$ cat src/rtl/fifo_pkg.sv
// Shared definitions for the sync_fifo_prog FIFO: width derivation helpers,
// the parameter legality check and the FWFT output-stage state encoding.
package fifo_pkg;

  // Output register state used only when FIFO_FWFT_EN is defined.
  typedef enum logic {
    OUT_EMPTY = 1'b0,
    OUT_VALID = 1'b1
  } out_state_e;

  localparam int MIN_DEPTH = 4;

  // Pointer width: wraps DEPTH-1 -> 0 naturally for a power-of-two depth.
  function automatic int addr_w(input int depth);
    return (depth > 1) ? $clog2(depth) : 1;
  endfunction

  // Count width: must hold 0..DEPTH inclusive.
  function automatic int cnt_w(input int depth);
    return $clog2(depth) + 1;
  endfunction

  function automatic bit params_ok(input int width, input int depth,
                                   input int pf_thresh, input int pe_thresh);
    return (width >= 1) && (depth >= MIN_DEPTH) &&
           ((depth & (depth - 1)) == 0) &&
           (pf_thresh >= 1) && (pf_thresh <= depth - 1) &&
           (pe_thresh >= 0) && (pe_thresh <= depth - 2) &&
           (pe_thresh < pf_thresh);
  endfunction

endpackage

$ cat src/rtl/sync_fifo_prog_sdp_ram.sv
// Simple dual-port RAM: one write port, one registered read port.
// The storage array is never reset; only the read data register is.
module sdp_ram
  import fifo_pkg::*;
#(
  parameter int WIDTH  = 32,
  parameter int DEPTH  = 16,
  parameter int ADDR_W = addr_w(DEPTH)
) (
  input  logic              clk,
  input  logic              rst,
  input  logic              we,
  input  logic [ADDR_W-1:0] waddr,
  input  logic [WIDTH-1:0]  wdata,
  input  logic              re,
  input  logic [ADDR_W-1:0] raddr,
  output logic [WIDTH-1:0]  rdata
);

  logic [WIDTH-1:0] mem [DEPTH];

  // Write port: store the word on an accepted write.
  always_ff @(posedge clk) begin
    if (we) mem[waddr] <= wdata;
  end

  // Read port: registered, holds its value when not reading.
  always_ff @(posedge clk or posedge rst) begin
    if (rst)     rdata <= '0;
    else if (re) rdata <= mem[raddr];
  end

endmodule

$ cat src/rtl/sync_fifo_prog.sv
// Single-clock FIFO with programmable full/empty thresholds, occupancy count
// and overflow/underflow pulses. Define FIFO_FWFT_EN for first-word-fall-
// through output; otherwise reads are registered with a one-cycle valid strobe.
module sync_fifo_prog
  import fifo_pkg::*;
#(
  parameter int WIDTH             = 32,
  parameter int DEPTH             = 16,
  parameter int PROG_FULL_THRESH  = DEPTH - 4,
  parameter int PROG_EMPTY_THRESH = 2
) (
  input  logic                     clk,
  input  logic                     rst,
  input  logic                     wr_en,
  input  logic [WIDTH-1:0]         din,
  input  logic                     rd_en,
  output logic [WIDTH-1:0]         dout,
  output logic                     valid,
  output logic                     full,
  output logic                     empty,
  output logic                     prog_full,
  output logic                     prog_empty,
  output logic [$clog2(DEPTH):0]   data_count,
  output logic                     overflow,
  output logic                     underflow
);

  localparam int ADDR_W = addr_w(DEPTH);
  localparam int CNT_W  = cnt_w(DEPTH);

  localparam logic [CNT_W-1:0] FULL_LVL = CNT_W'(DEPTH);
  localparam logic [CNT_W-1:0] PF_LVL   = CNT_W'(PROG_FULL_THRESH);
  localparam logic [CNT_W-1:0] PE_LVL   = CNT_W'(PROG_EMPTY_THRESH);

  if (!params_ok(WIDTH, DEPTH, PROG_FULL_THRESH, PROG_EMPTY_THRESH)) begin : g_bad_params
    $error("sync_fifo_prog: illegal WIDTH/DEPTH/threshold combination");
  end

  logic [ADDR_W-1:0] wr_ptr, rd_ptr;
  logic [CNT_W-1:0]  count, count_nxt;
  logic              wr_acc, rd_acc, ram_re, empty_nxt;

  // Accept/reject decisions and next occupancy.
  always_comb begin
    rd_acc    = rd_en && !empty;
    wr_acc    = wr_en && (!full || rd_acc);
    count_nxt = count;
    case ({wr_acc, rd_acc})
      2'b10:   count_nxt = count + CNT_W'(1);
      2'b01:   count_nxt = count - CNT_W'(1);
      default: count_nxt = count;
    endcase
  end

`ifdef FIFO_FWFT_EN
  // The RAM read register doubles as the output stage; count includes it,
  // so the RAM itself holds count minus the word currently presented.
  out_state_e       state, state_nxt;
  logic [CNT_W-1:0] ram_cnt;

  // Output stage state register.
  always_ff @(posedge clk or posedge rst) begin
    if (rst) state <= OUT_EMPTY;
    else     state <= state_nxt;
  end

  // Prefetch the head word whenever the output stage is free or being consumed.
  always_comb begin
    state_nxt = state;
    ram_re    = 1'b0;
    ram_cnt   = count - ((state == OUT_VALID) ? CNT_W'(1) : '0);
    case (state)
      OUT_EMPTY: begin
        if (ram_cnt != '0) begin
          ram_re    = 1'b1;
          state_nxt = OUT_VALID;
        end
      end
      OUT_VALID: begin
        if (rd_acc) begin
          if (ram_cnt != '0) ram_re    = 1'b1;
          else               state_nxt = OUT_EMPTY;
        end
      end
      default: state_nxt = OUT_EMPTY;
    endcase
  end

  assign empty_nxt = (state_nxt != OUT_VALID);
  assign valid     = (state == OUT_VALID);
`else
  assign ram_re    = rd_acc;
  assign empty_nxt = (count_nxt == '0);

  // One-cycle strobe marking fresh read data on dout.
  always_ff @(posedge clk or posedge rst) begin
    if (rst) valid <= 1'b0;
    else     valid <= rd_acc;
  end
`endif

  // Pointers advance on accepted writes and on RAM reads.
  always_ff @(posedge clk or posedge rst) begin
    if (rst) begin
      wr_ptr <= '0;
      rd_ptr <= '0;
    end else begin
      if (wr_acc) wr_ptr <= wr_ptr + ADDR_W'(1);
      if (ram_re) rd_ptr <= rd_ptr + ADDR_W'(1);
    end
  end

  // Count, flags and error pulses, all registered from next-state values.
  always_ff @(posedge clk or posedge rst) begin
    if (rst) begin
      count      <= '0;
      full       <= 1'b0;
      empty      <= 1'b1;
      prog_full  <= 1'b0;
      prog_empty <= 1'b1;
      overflow   <= 1'b0;
      underflow  <= 1'b0;
    end else begin
      count      <= count_nxt;
      full       <= (count_nxt == FULL_LVL);
      empty      <= empty_nxt;
      prog_full  <= (count_nxt >= PF_LVL);
      prog_empty <= (count_nxt <= PE_LVL);
      overflow   <= wr_en && !wr_acc;
      underflow  <= rd_en && !rd_acc;
    end
  end

  assign data_count = count;

  sdp_ram #(
    .WIDTH  (WIDTH),
    .DEPTH  (DEPTH),
    .ADDR_W (ADDR_W)
  ) u_ram (
    .clk   (clk),
    .rst   (rst),
    .we    (wr_acc),
    .waddr (wr_ptr),
    .wdata (din),
    .re    (ram_re),
    .raddr (rd_ptr),
    .rdata (dout)
  );

endmodule

$ cat config.mk
export PLATFORM = sky130hd
export DESIGN_NAME = sync_fifo_prog
export DESIGN_NICKNAME = d
export VERILOG_FILES = /design/src/rtl/fifo_pkg.sv /design/src/rtl/sync_fifo_prog_sdp_ram.sv /design/src/rtl/sync_fifo_prog.sv
export SDC_FILE = /design/constraint.sdc
export NUM_CORES = 1
export LEC_CHECK = 0
export ABC_AREA = 1
export CORE_ASPECT_RATIO = 1.75
export CORE_UTILIZATION = 45
export DETAILED_ROUTE_END_ITERATION = 12
export PLACE_DENSITY = 0.71
export SETUP_SLACK_MARGIN = 0.2
export SLEW_MARGIN = 0
export SYNTH_ARGS = -nofsm -noshare
export SYNTH_HDL_FRONTEND = slang
export SYNTH_HIERARCHICAL = 1
export SYNTH_SLANG_ARGS = --single-unit
$ cat constraint.sdc
create_clock -name clk -period 3 [get_ports clk]
set_clock_uncertainty 0.2 [all_clocks]
set_input_delay 0.6 -clock clk [delete_from_list [all_inputs] [get_ports clk]]
set_output_delay 0.6 -clock clk [all_outputs]
set_load 0.05 [all_outputs]
# After elaboration in Yosys (flattened, before gate mapping)
# Memories as Yosys holds them, arrays and structs flattened. A register that Yosys moved wholly into a read port is not among the register bits.
# Index checks and enable logic that the tools add are counted.
[word_totals]
register_bits = 20
ram_bits = 512
in_bits = 36
n_memories = 1
[memory_table]
columns = ["memory", "words", "word_bits", "read_ports", "rd_ports_with_merged_regs", "wr", "line_no", "source"]
rows = [
  ["u_ram.mem", 16, 32, 1, 1, 1, "sync_fifo_prog_sdp_ram.sv:20", "logic [WIDTH-1:0] mem [DEPTH];"],
]
[op_classes]
n_addsub = 4
order_cmp = 2
eq_ne = 3
muxes = 3
n_reduce_logical = 10
[ops]
columns = ["op", "count"]
rows = [
  ["$pmux W5 S2", 1],
  ["$add A4 B1 Y4 const B", 2],
  ["$add A5 B1 Y5 const B", 1],
  ["$eq A5 B5 Y1 const B", 1],
  ["$ge A5 B4 Y1 const B", 1],
  ["$le A5 B2 Y1 const B", 1],
  ["$logic_not A5 Y1", 1],
  ["$sub A5 B1 Y5 const B", 1],
  ["$logic_and A1 B1 Y1", 4],
  ["$logic_not A1 Y1", 4],
  ["$eq A2 B1 Y1 const B", 1],
  ["$eq A2 B2 Y1 const B", 1],
  ["$mux W1", 2],
  ["$logic_or A1 B1 Y1", 1],
]

# Longest topological paths before layout
# Gate-level depths: netlist (run 1).
[logic_depth]
ltp_word = 7
depth_mapped = 17
ltp_nobuf = 17

# Modules after synthesis
# The synthesis (run 1) kept the hierarchy.
[by_module_without_submodules]
columns = ["mod", "n_inst", "cells_each", "area_per_inst_um2"]
rows = [
  ["sdp_ram", 1, 1841, 21770.9],
  ["sync_fifo_prog", 1, 121, 1017.2],
]

# Worst setup path after synthesis (run 1)
# Ideal clock, no wire load.
[synth_path]
kind = "input-to-reg"
startpoint = "input rd_en"
endpoint = "memory u_ram.mem[12][0] (enable)"
setup_ps = 421
arrival_time_ps = 2600
required_ps = 2379
path_slack_ps = -221
stages = 6
n_path_buf = 0
path_cell_list = "nand2_1 > nand2_1 > nand2_1 > inv_1 > nand3_1 > nor2_1"
[synth_via]
elab_chain_len = 5
[synth_lines]
columns = ["element", "line_no", "source"]
rows = [
  ["start: declaration", "sync_fifo_prog.sv:16", "input logic rd_en,"],
  ["$logic_and A1 B1 Y1", "sync_fifo_prog.sv:45", "rd_acc = rd_en && !empty;"],
  ["$logic_or A1 B1 Y1", "sync_fifo_prog.sv:46", "wr_acc = wr_en && (!full || rd_acc);"],
  ["$logic_and A1 B1 Y1", "sync_fifo_prog.sv:46", ""],
  ["via wr_acc", "sync_fifo_prog.sv:41", "logic wr_acc, rd_acc, ram_re, empty_nxt;"],
  ["$mux W1", "sync_fifo_prog_sdp_ram.sv:24", "if (we) mem[waddr] <= wdata;"],
  ["$mux W1 (not written as such)", "sync_fifo_prog_sdp_ram.sv:24", ""],
  ["end: declaration", "sync_fifo_prog_sdp_ram.sv:20", ""],
]
# The timed path passes the listed nets, and every way through them passes these cells.

# Worst setup path in the final report (run 1)
[layout_path]
startpoint = "register empty"
endpoint = "output empty"
[layout_lines]
columns = ["element", "line_no", "source"]
rows = [
  ["start: declaration", "sync_fifo_prog.sv:20", "output logic empty,"],
  ["start signal: assignment", "sync_fifo_prog.sv:126", "empty <= empty_nxt;"],
]
# No word-level cell between the ends.

==> results of run 1 <==
## area by class of cell
| class | instances | area [um2] | share of cell area |
|---|---|---|---|
| Sequential cell | 564 | 16690 | 0.6249 |
| Tap cell | 660 | 825.8 | 0.03092 |
| Clock buffer | 54 | 1244 | 0.04657 |
| Clock inverter | 36 | 420.4 | 0.01574 |
| Timing Repair Buffer | 173 | 1947 | 0.07291 |
| Inverter | 25 | 101.3 | 0.003795 |
| Multi-Input combinational cell | 1261 | 5478 | 0.2051 |
## metrics by stage
step / TNS (ps) / total power [W] / worst slack [ps] / hold slack [ps] / instance area (um2)
floorplan: -97890 / 0.01695 / -221.2 / 239.8 / 22790
global placement: -448.2 / 0.02046 / -166.2 / 263.8 / 25040
detailed placement: -125.5 / 0.02061 / -58.89 / 264.7 / 25040
CTS: 0 / 0.02714 / 208.1 / 147.6 / 26700
global route: 0 / 0.02838 / 205.1 / 188.1 / 26700
finish: 0 / 0.02703 / 252.9 / 155.8 / 26700
## cell families (layout without fill, tap and decap cells)
| family | after synthesis | count (layout) | synth area share |
|---|---|---|---|
| buffers and inverters | 137 | 288 | 0.03300 |
| AND/OR/NAND/NOR | 1244 | 1244 | 0.2285 |
| flip-flops | 564 | 564 | 0.7319 |
| AO/OA/AOI/OAI | 5 | 5 | 0.001208 |
| adder cells (fa/ha/maj) | 5 | 5 | 0.002745 |
| XOR/XNOR | 7 | 7 | 0.002690 |
## power by group through the flow
stage                     Sequential [W]  Combinational [W]  Clock (W)
after floorplan                   0.0111            0.00584          0
final                             0.0103             0.0102    0.00652
after detailed placement          0.0104             0.0102          0
after CTS                         0.0103             0.0102    0.00662
after global placement            0.0104             0.0100          0
after global routing              0.0104             0.0111    0.00687
## worst max-delay path by stage
stage,slack [ps],start,endpoint,cells past startpoint
final,250,empty$_DFF_PP1_,empty,1
after global placement,-170,rd_en,full$_DFF_PP0_,14
after detailed placement,-60,rd_en,full$_DFF_PP0_,14
after floorplan,-220,rd_en,u_ram/mem[12][0]$_DFFE_PP_,6
after global routing,210,empty$_DFF_PP1_,empty$_DFF_PP1_,14
after CTS,210,empty$_DFF_PP1_,empty,1
## per-layer routing
metal  vias up  GRT usage
li1       6971          -
met1      7291     0.2611
met5         -          0
met4         0     0.1511
met2       667     0.4198
met3       164    0.02290
## registers in the layout, summed over array words and instances, names as in the netlist, 4 cells and up
signal and flops:
u_ram/mem 512, u_ram/rdata 32, data_count 5, rd_ptr 4
wr_ptr 4
## cell usage in the layout (no fill, tap or decap), drive strengths merged
| master | synthesis | routed |
|---|---|---|
| xnor2 | 5 | 5 |
| clkbuf | 21 | 54 |
| clkinv | 0 | 19 |
| ha | 5 | 5 |
| bufinv | 0 | 8 |
| clkinvlp | 0 | 5 |
| o21ai | 3 | 3 |
| nor2 | 30 | 30 |
| clkdlybuf4s50 | 0 | 79 |
| a21o | 1 | 1 |
| nand3 | 397 | 397 |
| edfxtp | 512 | 512 |
| inv | 25 | 29 |
| nand2 | 812 | 812 |
| a21oi | 1 | 1 |
| xor2 | 2 | 2 |
| nand3b | 2 | 2 |
| dfstp | 2 | 2 |
| nand4 | 3 | 3 |
| buf | 91 | 94 |
| dfrtp | 50 | 50 |
## worst register-to-register path, cell delays in order (launching register included)
cell,delay (ps)
sky130_fd_sc_hd__dfstp_2,570
sky130_fd_sc_hd__inv_1,50
sky130_fd_sc_hd__nand2_1,70
sky130_fd_sc_hd__buf_4,110
sky130_fd_sc_hd__inv_2,30
sky130_fd_sc_hd__ha_1,200
sky130_fd_sc_hd__nand2_1,90
sky130_fd_sc_hd__inv_1,50
sky130_fd_sc_hd__nor2_1,120
sky130_fd_sc_hd__ha_1,240
sky130_fd_sc_hd__o21ai_0,320
sky130_fd_sc_hd__nand2_1,110
sky130_fd_sc_hd__nor2_2,110
sky130_fd_sc_hd__nand3_1,100
sky130_fd_sc_hd__nor2_1,110
==> qor.tcl, run 1 <==
set qor(run_status) {finished, final reports clean}
set qor(synth.cells.most_frequent) {806 x sky130_fd_sc_hd__nand2_1, 512 x sky130_fd_sc_hd__edfxtp_1, 396 x sky130_fd_sc_hd__nand3_1}
set qor(cts_buffers) 48
set qor(critical_path.cell_chain) {clkdlybuf4s50_1}
set qor(dr_total_vias) 15093
set qor(routabilityCongestion) 0.8236
set qor(hold_violations) 0
set qor(cts_post_setup_buffers_inserted) 0
set qor(grt_first_pass_wirelength_um) 88690
set qor(placeableCoreArea_mm2) 0.04973
set qor(sequential_share_of_power) 0.380
set qor(timing.reg2reg.worst_path_depth) 14
set qor(timing.hold.worst.class) {in -> async}
set qor(reg2reg_slack_ps) 460
set qor(worst_path_max_delay_cell) {sky130_fd_sc_hd__clkdlybuf4s50_1}
set qor(achievable-frequency_mhz) 364.0
set qor(total_leakage_power_nw) 10.08
set qor(total_number_of_yosys_warnings) 6
set qor(wl_per_cell_um) 21.26
set qor(grt_start_max_net_pins) 112
set qor(share_clk_of_total_power) 0.241
set qor(detail_route.first_pass.iterations) 7
set qor(share_comb_of_total_power) 0.379
set qor(clock_slew_seen_by_the_registers_of_the_worst_setup_and_hold_paths_ps) 70
set qor(tritoncts) {done}
set qor(port_buffers) 79
set qor(synth_edf_count) 512
set qor(worstPathMaxFanout) 3
set qor(synth-seq-cells) 564
set qor(yosysTopAreaCellShare) 0.6747
set qor(fillers) 4192
set qor(routed_length_on_met1_um) 20010
set qor(wl_met3_um) 3547
set qor(critPathCaptureType) {output port}
set qor(max-clock-path-buffers) 3
set qor(num_io_pins) 80
set qor(switching_power_w) 0.01057
set qor(ys_types) 26
set qor(vias_in_the_first_global_route) 15142
set qor(gr-usage-all-layers) 0.2339
set qor(fin_crit_sh) 0.9157
set qor(post-synth-top-count-cell) {sky130_fd_sc_hd__nand2_1}
set qor(synthToLayoutAreaGrowth_pct) 17.18
set qor(clk-insertion-delay-late_ps) 580
set qor(synth.top_cells.by_area) {sky130_fd_sc_hd__edfxtp_1 67%, sky130_fd_sc_hd__nand2_1 13%, sky130_fd_sc_hd__nand3_1 8.7%}
set qor(async_flop_share) 0.09220
set qor(synth_top_area_cell) {sky130_fd_sc_hd__edfxtp_1}
set qor(crit_path_max_incr_delay_ps) 810
set qor(fin_crit_ps) 2747
set qor(cts_root_buf) {sky130_fd_sc_hd__clkbuf_16}
set qor(synthesis.area_mm2) 0.02279
set qor(chipHeight_um) 299.7
set qor(avgViaCountPerCell) 5.443
set qor(setup_violations) 0
set qor(rows) 108
set qor(fin_nets) 2114
set qor(dp_hpwl_um) 37240
set qor(drv_slew) 0
set qor(rsz0062_at_grt) {no}
set qor(worst_path_dominant_cell_family) {buffers and inverters}
set qor(remaining_global_route_overflow) 0
set qor(net_count_after_synthesis) 2003
set qor(number_of_instances_in_the_placed_design) 2683
set qor(synthCells) 1962
set qor(cts.sink_count) 564
set qor(cellPowerDensity_mw_per_mm2) 1012
set qor(swShare) 0.3910
set qor(internal_power_contribution_w) 0.01646
set qor(share_of_cells_above_drive_strength_1) 0.09749
set qor(slew-limit-headroom) 0.4778
set qor(worstSetupPathType) {reg -> out}
set qor(post_layout_nonfiller_instances) 2773
set qor(worstMarginPinSlew_ps) 780.9
set qor(dr.max_layer_used) {met4}
set qor(die_boundary_width_um) 172.1
set qor(wl_met2_um) 31380
set qor(initial_core_util) 0.4583
set qor(h_tree_depth_reported_by_cts) 2
set qor(detail_route.iter0.violations) 1577
set qor(worst-endpoint-required_ps) 2200
set qor(fp.dieArea_mm2) 0.05158
set qor(worst_r2r_endpoint) {empty$_DFF_PP1_}
set qor(worst_ir_drop_vdd_mv) 0.6581
set qor(antenna_cells_inserted) 0
set qor(drv_cap) 0
set qor(drc_errors) 0
set qor(worstPathBufferInverterCount) 1
set qor(rr_startpoint) {empty$_DFF_PP1_}
set qor(drt-total-wl_um) 58950
set qor(antenna_found_initial) 0
set qor(syn_avg_cell_area_um2) 11.61
set qor(synth_top_flop_cell) {sky130_fd_sc_hd__edfxtp_1}
set qor(start_kind) {register}
set qor(crit_arrival_ps) 1950
set qor(postRouteAntennaNets) 0
set qor(fraction_of_the_core_area_covered_by_cells_at_the_end_of_the_flow) 0.5370
set qor(ys_seq_area_frac) 0.7319
set qor(holdBufCountCts) 0
set qor(cts_resized) 0
No activity file was read; power rests on OpenSTA's default activity.
==> inputs of run 2 (changes only) <==
--- a/config.mk
+++ b/config.mk
@@ -6,6 +6,7 @@
 export NUM_CORES = 1
 export LEC_CHECK = 0
 export ABC_AREA = 1
+export CAP_MARGIN = 20
 export CORE_ASPECT_RATIO = 1.75
 export CORE_UTILIZATION = 45
 export DETAILED_ROUTE_END_ITERATION = 12
==> results of run 2 <==
Final layout, timing and power as in run 1 (identical DEF).
==> inputs of run 3 (changes only) <==
--- a/config.mk
+++ b/config.mk
@@ -10,8 +10,9 @@
 export CORE_ASPECT_RATIO = 1.75
 export CORE_UTILIZATION = 45
 export DETAILED_ROUTE_END_ITERATION = 12
+export HOLD_SLACK_MARGIN = 0.12
 export PLACE_DENSITY = 0.71
-export SETUP_SLACK_MARGIN = 0.2
+export RECOVER_POWER = 100
 export SLEW_MARGIN = 0
 export SYNTH_ARGS = -nofsm -noshare
 export SYNTH_HDL_FRONTEND = slang
==> run 3 against run 2 <==
Sequential power barely moved. Register-to-register slack worse by 270 ps. Count of clock-buffer cells in the layout stayed put. Combinational power hardly changed. Die area unchanged. First-iteration DRC count is 0.32% lower. Core utilization down 0.35 points. Final cell count stayed put. Clock power barely moved. Critical endpoint unchanged. Largest power group unchanged. Highest routed layer unchanged.
==> qor.tcl, run 3 (same netlist as run 1, synthesis figures left out) <==
set qor(crit_startpoint) {empty$_DFF_PP1_}
set qor(slew-limit-headroom) 0.2224 ;# -0.2553
set qor(hold_violations) 0 ;# unchanged
set qor(worst_path_dominant_cell_family) {buffers and inverters}
set qor(reg2reg_slack_ps) 190 ;# -270 ps
set qor(capturing_instance_or_port_of_the_critical_path) {empty}
set qor(vias_in_the_first_global_route) 15142 ;# unchanged
set qor(largest-register) {u_ram/mem}
set qor(fin_crit_sh) 0.9502 ;# +0.03454
set qor(worstMarginPinSlew_ps) 1166 ;# +385.4 ps
set qor(crit_path_max_incr_delay_ps) 890 ;# +80 ps
set qor(avgViaCountPerCell) 5.467 ;# +0.44%
set qor(share_of_cells_above_drive_strength_1) 0.08424 ;# -0.01325
set qor(num_io_pins) 80 ;# unchanged
set qor(largest_register_ffs) 512 ;# unchanged
set qor(antenna_cells_inserted) 0 ;# unchanged
set qor(setup_violations) 0 ;# unchanged
set qor(detail_route.iter0.violations) 1572 ;# -0.32%
set qor(achievable-frequency_mhz) 350.8 ;# -3.6%
set qor(drt-total-wl_um) 59000 ;# about the same
set qor(rows) 108 ;# unchanged
set qor(worst_path_max_delay_cell) {sky130_fd_sc_hd__dlygate4sd3_1}
set qor(clock_slew_seen_by_the_registers_of_the_worst_setup_and_hold_paths_ps) 70 ;# about the same
set qor(max-clock-path-buffers) 3 ;# unchanged
set qor(run_status) {finished, final reports clean}
set qor(fin_crit_ps) 2851 ;# +103.6 ps
set qor(grt_first_pass_wirelength_um) 88690 ;# unchanged
set qor(cts_root_buf) {sky130_fd_sc_hd__clkbuf_16}
set qor(cts_resized) 0 ;# unchanged
set qor(report.power.total_w) 0.02684 ;# -0.71%
set qor(most-common-layout-cells) {809 x sky130_fd_sc_hd__nand2_1, 512 x sky130_fd_sc_hd__edfxtp_1, 397 x sky130_fd_sc_hd__nand3_1}
set qor(timing.hold.worst.class) {in -> async}
set qor(worst_r2r_endpoint) {u_ram/mem[14][4]$_DFFE_PP_}
set qor(critPathCaptureType) {output port}
set qor(start_kind) {register}
set qor(synthToLayoutAreaGrowth_pct) 16.42
set qor(worst_ir_drop_vdd_mv) 0.6377 ;# -3.1%
set qor(cts_post_setup_buffers_inserted) 0 ;# unchanged
set qor(placeableCoreArea_mm2) 0.04973 ;# unchanged
set qor(crit_arrival_ps) 2050 ;# +100 ps
set qor(number_of_instances_in_the_placed_design) 2683 ;# unchanged
set qor(die_boundary_width_um) 172.1 ;# unchanged
set qor(grt_start_max_net_pins) 112 ;# unchanged
set qor(dr_total_vias) 15159 ;# +0.44%
set qor(antenna_found_initial) 0 ;# unchanged
set qor(fin_nets) 2114 ;# unchanged
set qor(initial_core_util) 0.4583 ;# unchanged
set qor(cts.sink_count) 564 ;# unchanged
set qor(dp_hpwl_um) 37240 ;# unchanged
set qor(routabilityCongestion) 0.8236 ;# unchanged
set qor(worstSetupPathType) {reg -> out}
set qor(chipHeight_um) 299.7 ;# unchanged
set qor(layout.cells.most_common) {sky130_fd_sc_hd__nand2_1}
set qor(cts_buffers) 48 ;# unchanged
set qor(fillers) 4217 ;# +0.60%
set qor(critical_path_depth) 1 ;# unchanged
set qor(gr-usage-all-layers) 0.2339 ;# unchanged
set qor(critical_path.cell_chain) {dlygate4sd3_1}
set qor(remaining_global_route_overflow) 0 ;# unchanged
set qor(total_leakage_power_nw) 10.05 ;# -0.32%
set qor(fp.dieArea_mm2) 0.05158 ;# unchanged
set qor(clk-insertion-delay-late_ps) 580 ;# about the same
set qor(post_layout_nonfiller_instances) 2773 ;# unchanged
set qor(port_buffers) 79 ;# unchanged
set qor(holdBufCountCts) 0 ;# unchanged
set qor(rr_startpoint) {empty$_DFF_PP1_}
set qor(tritoncts) {done}
set qor(drv_slew) 0 ;# unchanged
set qor(h_tree_depth_reported_by_cts) 2 ;# unchanged
set qor(postRouteAntennaNets) 0 ;# unchanged
set qor(cellPowerDensity_mw_per_mm2) 1012 ;# about the same
set qor(worstPathMaxFanout) 3 ;# unchanged
set qor(drc_errors) 0 ;# unchanged
set qor(rsz0062_at_grt) {no}
set qor(worst-endpoint-required_ps) 2200 ;# about the same
set qor(drv_cap) 0 ;# unchanged
set qor(worstPathBufferInverterCount) 1 ;# unchanged
set qor(timing.reg2reg.worst_path_depth) 11 ;# -3
set qor(detail_route.first_pass.iterations) 5 ;# -2
set qor(wl_per_cell_um) 21.28 ;# about the same
[run 3: cell count changes in the layout (fill, tap and decap cells not counted), moves of 2 or more]
| cell | before | now |
|---|---|---|
| sky130_fd_sc_hd__clkbuf_2 | 0 | 7 |
| sky130_fd_sc_hd__inv_2 | 4 | 2 |
| sky130_fd_sc_hd__nand2_1 | 806 | 809 |
| sky130_fd_sc_hd__dlygate4sd3_1 | 0 | 78 |
| sky130_fd_sc_hd__nand2_2 | 6 | 3 |
| sky130_fd_sc_hd__clkbuf_4 | 0 | 4 |
| sky130_fd_sc_hd__buf_12 | 36 | 31 |
| sky130_fd_sc_hd__buf_4 | 58 | 30 |
| sky130_fd_sc_hd__clkbuf_1 | 4 | 25 |
| sky130_fd_sc_hd__clkdlybuf4s50_1 | 79 | 1 |
[run 3: worst min path at each step]
stage                                start                           to  slack (ps)  cells past startpoint
6_report                               rst        rd_ptr[1]$_DFFE_PP0P_         270                      2
5_1_grt        u_ram/rdata[10]$_DFFE_PP0P_  u_ram/rdata[10]$_DFFE_PP0P_         290                      2
4_1_cts                                rst        rd_ptr[1]$_DFFE_PP0P_         150                      2
3_5_place_dp    u_ram/rdata[5]$_DFFE_PP0P_   u_ram/rdata[5]$_DFFE_PP0P_         260                      2
3_3_place_gp   u_ram/rdata[31]$_DFFE_PP0P_  u_ram/rdata[31]$_DFFE_PP0P_         260                      2
2_1_floorplan        rd_ptr[3]$_DFFE_PP0P_        rd_ptr[3]$_DFFE_PP0P_         240                      1
[run 3: area by class of cell]
cell class / instances / area, um2 / share of cell area
clock buffers: 54 / 1244 / 0.04688
clock inverters: 36 / 420.4 / 0.01585
inverters: 25 / 101.3 / 0.003820
multi-input cells: 1261 / 5460 / 0.2058
flip-flops and latches: 564 / 16690 / 0.6290
well taps: 660 / 825.8 / 0.03113
repair buffers: 173 / 1792 / 0.06753
[run 3: power breakdown]
group / switching, W / internal (W) / total [W]
logic: 0.00717 / 0.00289 / 0.0101
clock network: 0.00281 / 0.00371 / 0.00652
registers: 0.000566 / 0.00969 / 0.0103
total: 0.0105 / 0.0163 / 0.0268
[run 3: stage by stage]
step	instance area, um2	hold slack (ps)	TNS [ps]	utilization	worst slack, ps
finish	26530	266.6	0	0.5335	149.3
global route	26530	294.3	0	0.5335	105.4
CTS	26700	147.6	0	0.5370	208.1
detailed placement	25040	264.7	-125.5	0.5035	-58.89
global placement	25040	263.8	-448.2	0.5035	-166.2
floorplan	22790	239.8	-97890	-	-221.2
[run 3: layer usage]
layer	global-route usage	share of wire
met4	0.1511	0.068
met5	0	0
met3	0.02290	0.059
met2	0.4198	0.53
met1	0.2611	0.34
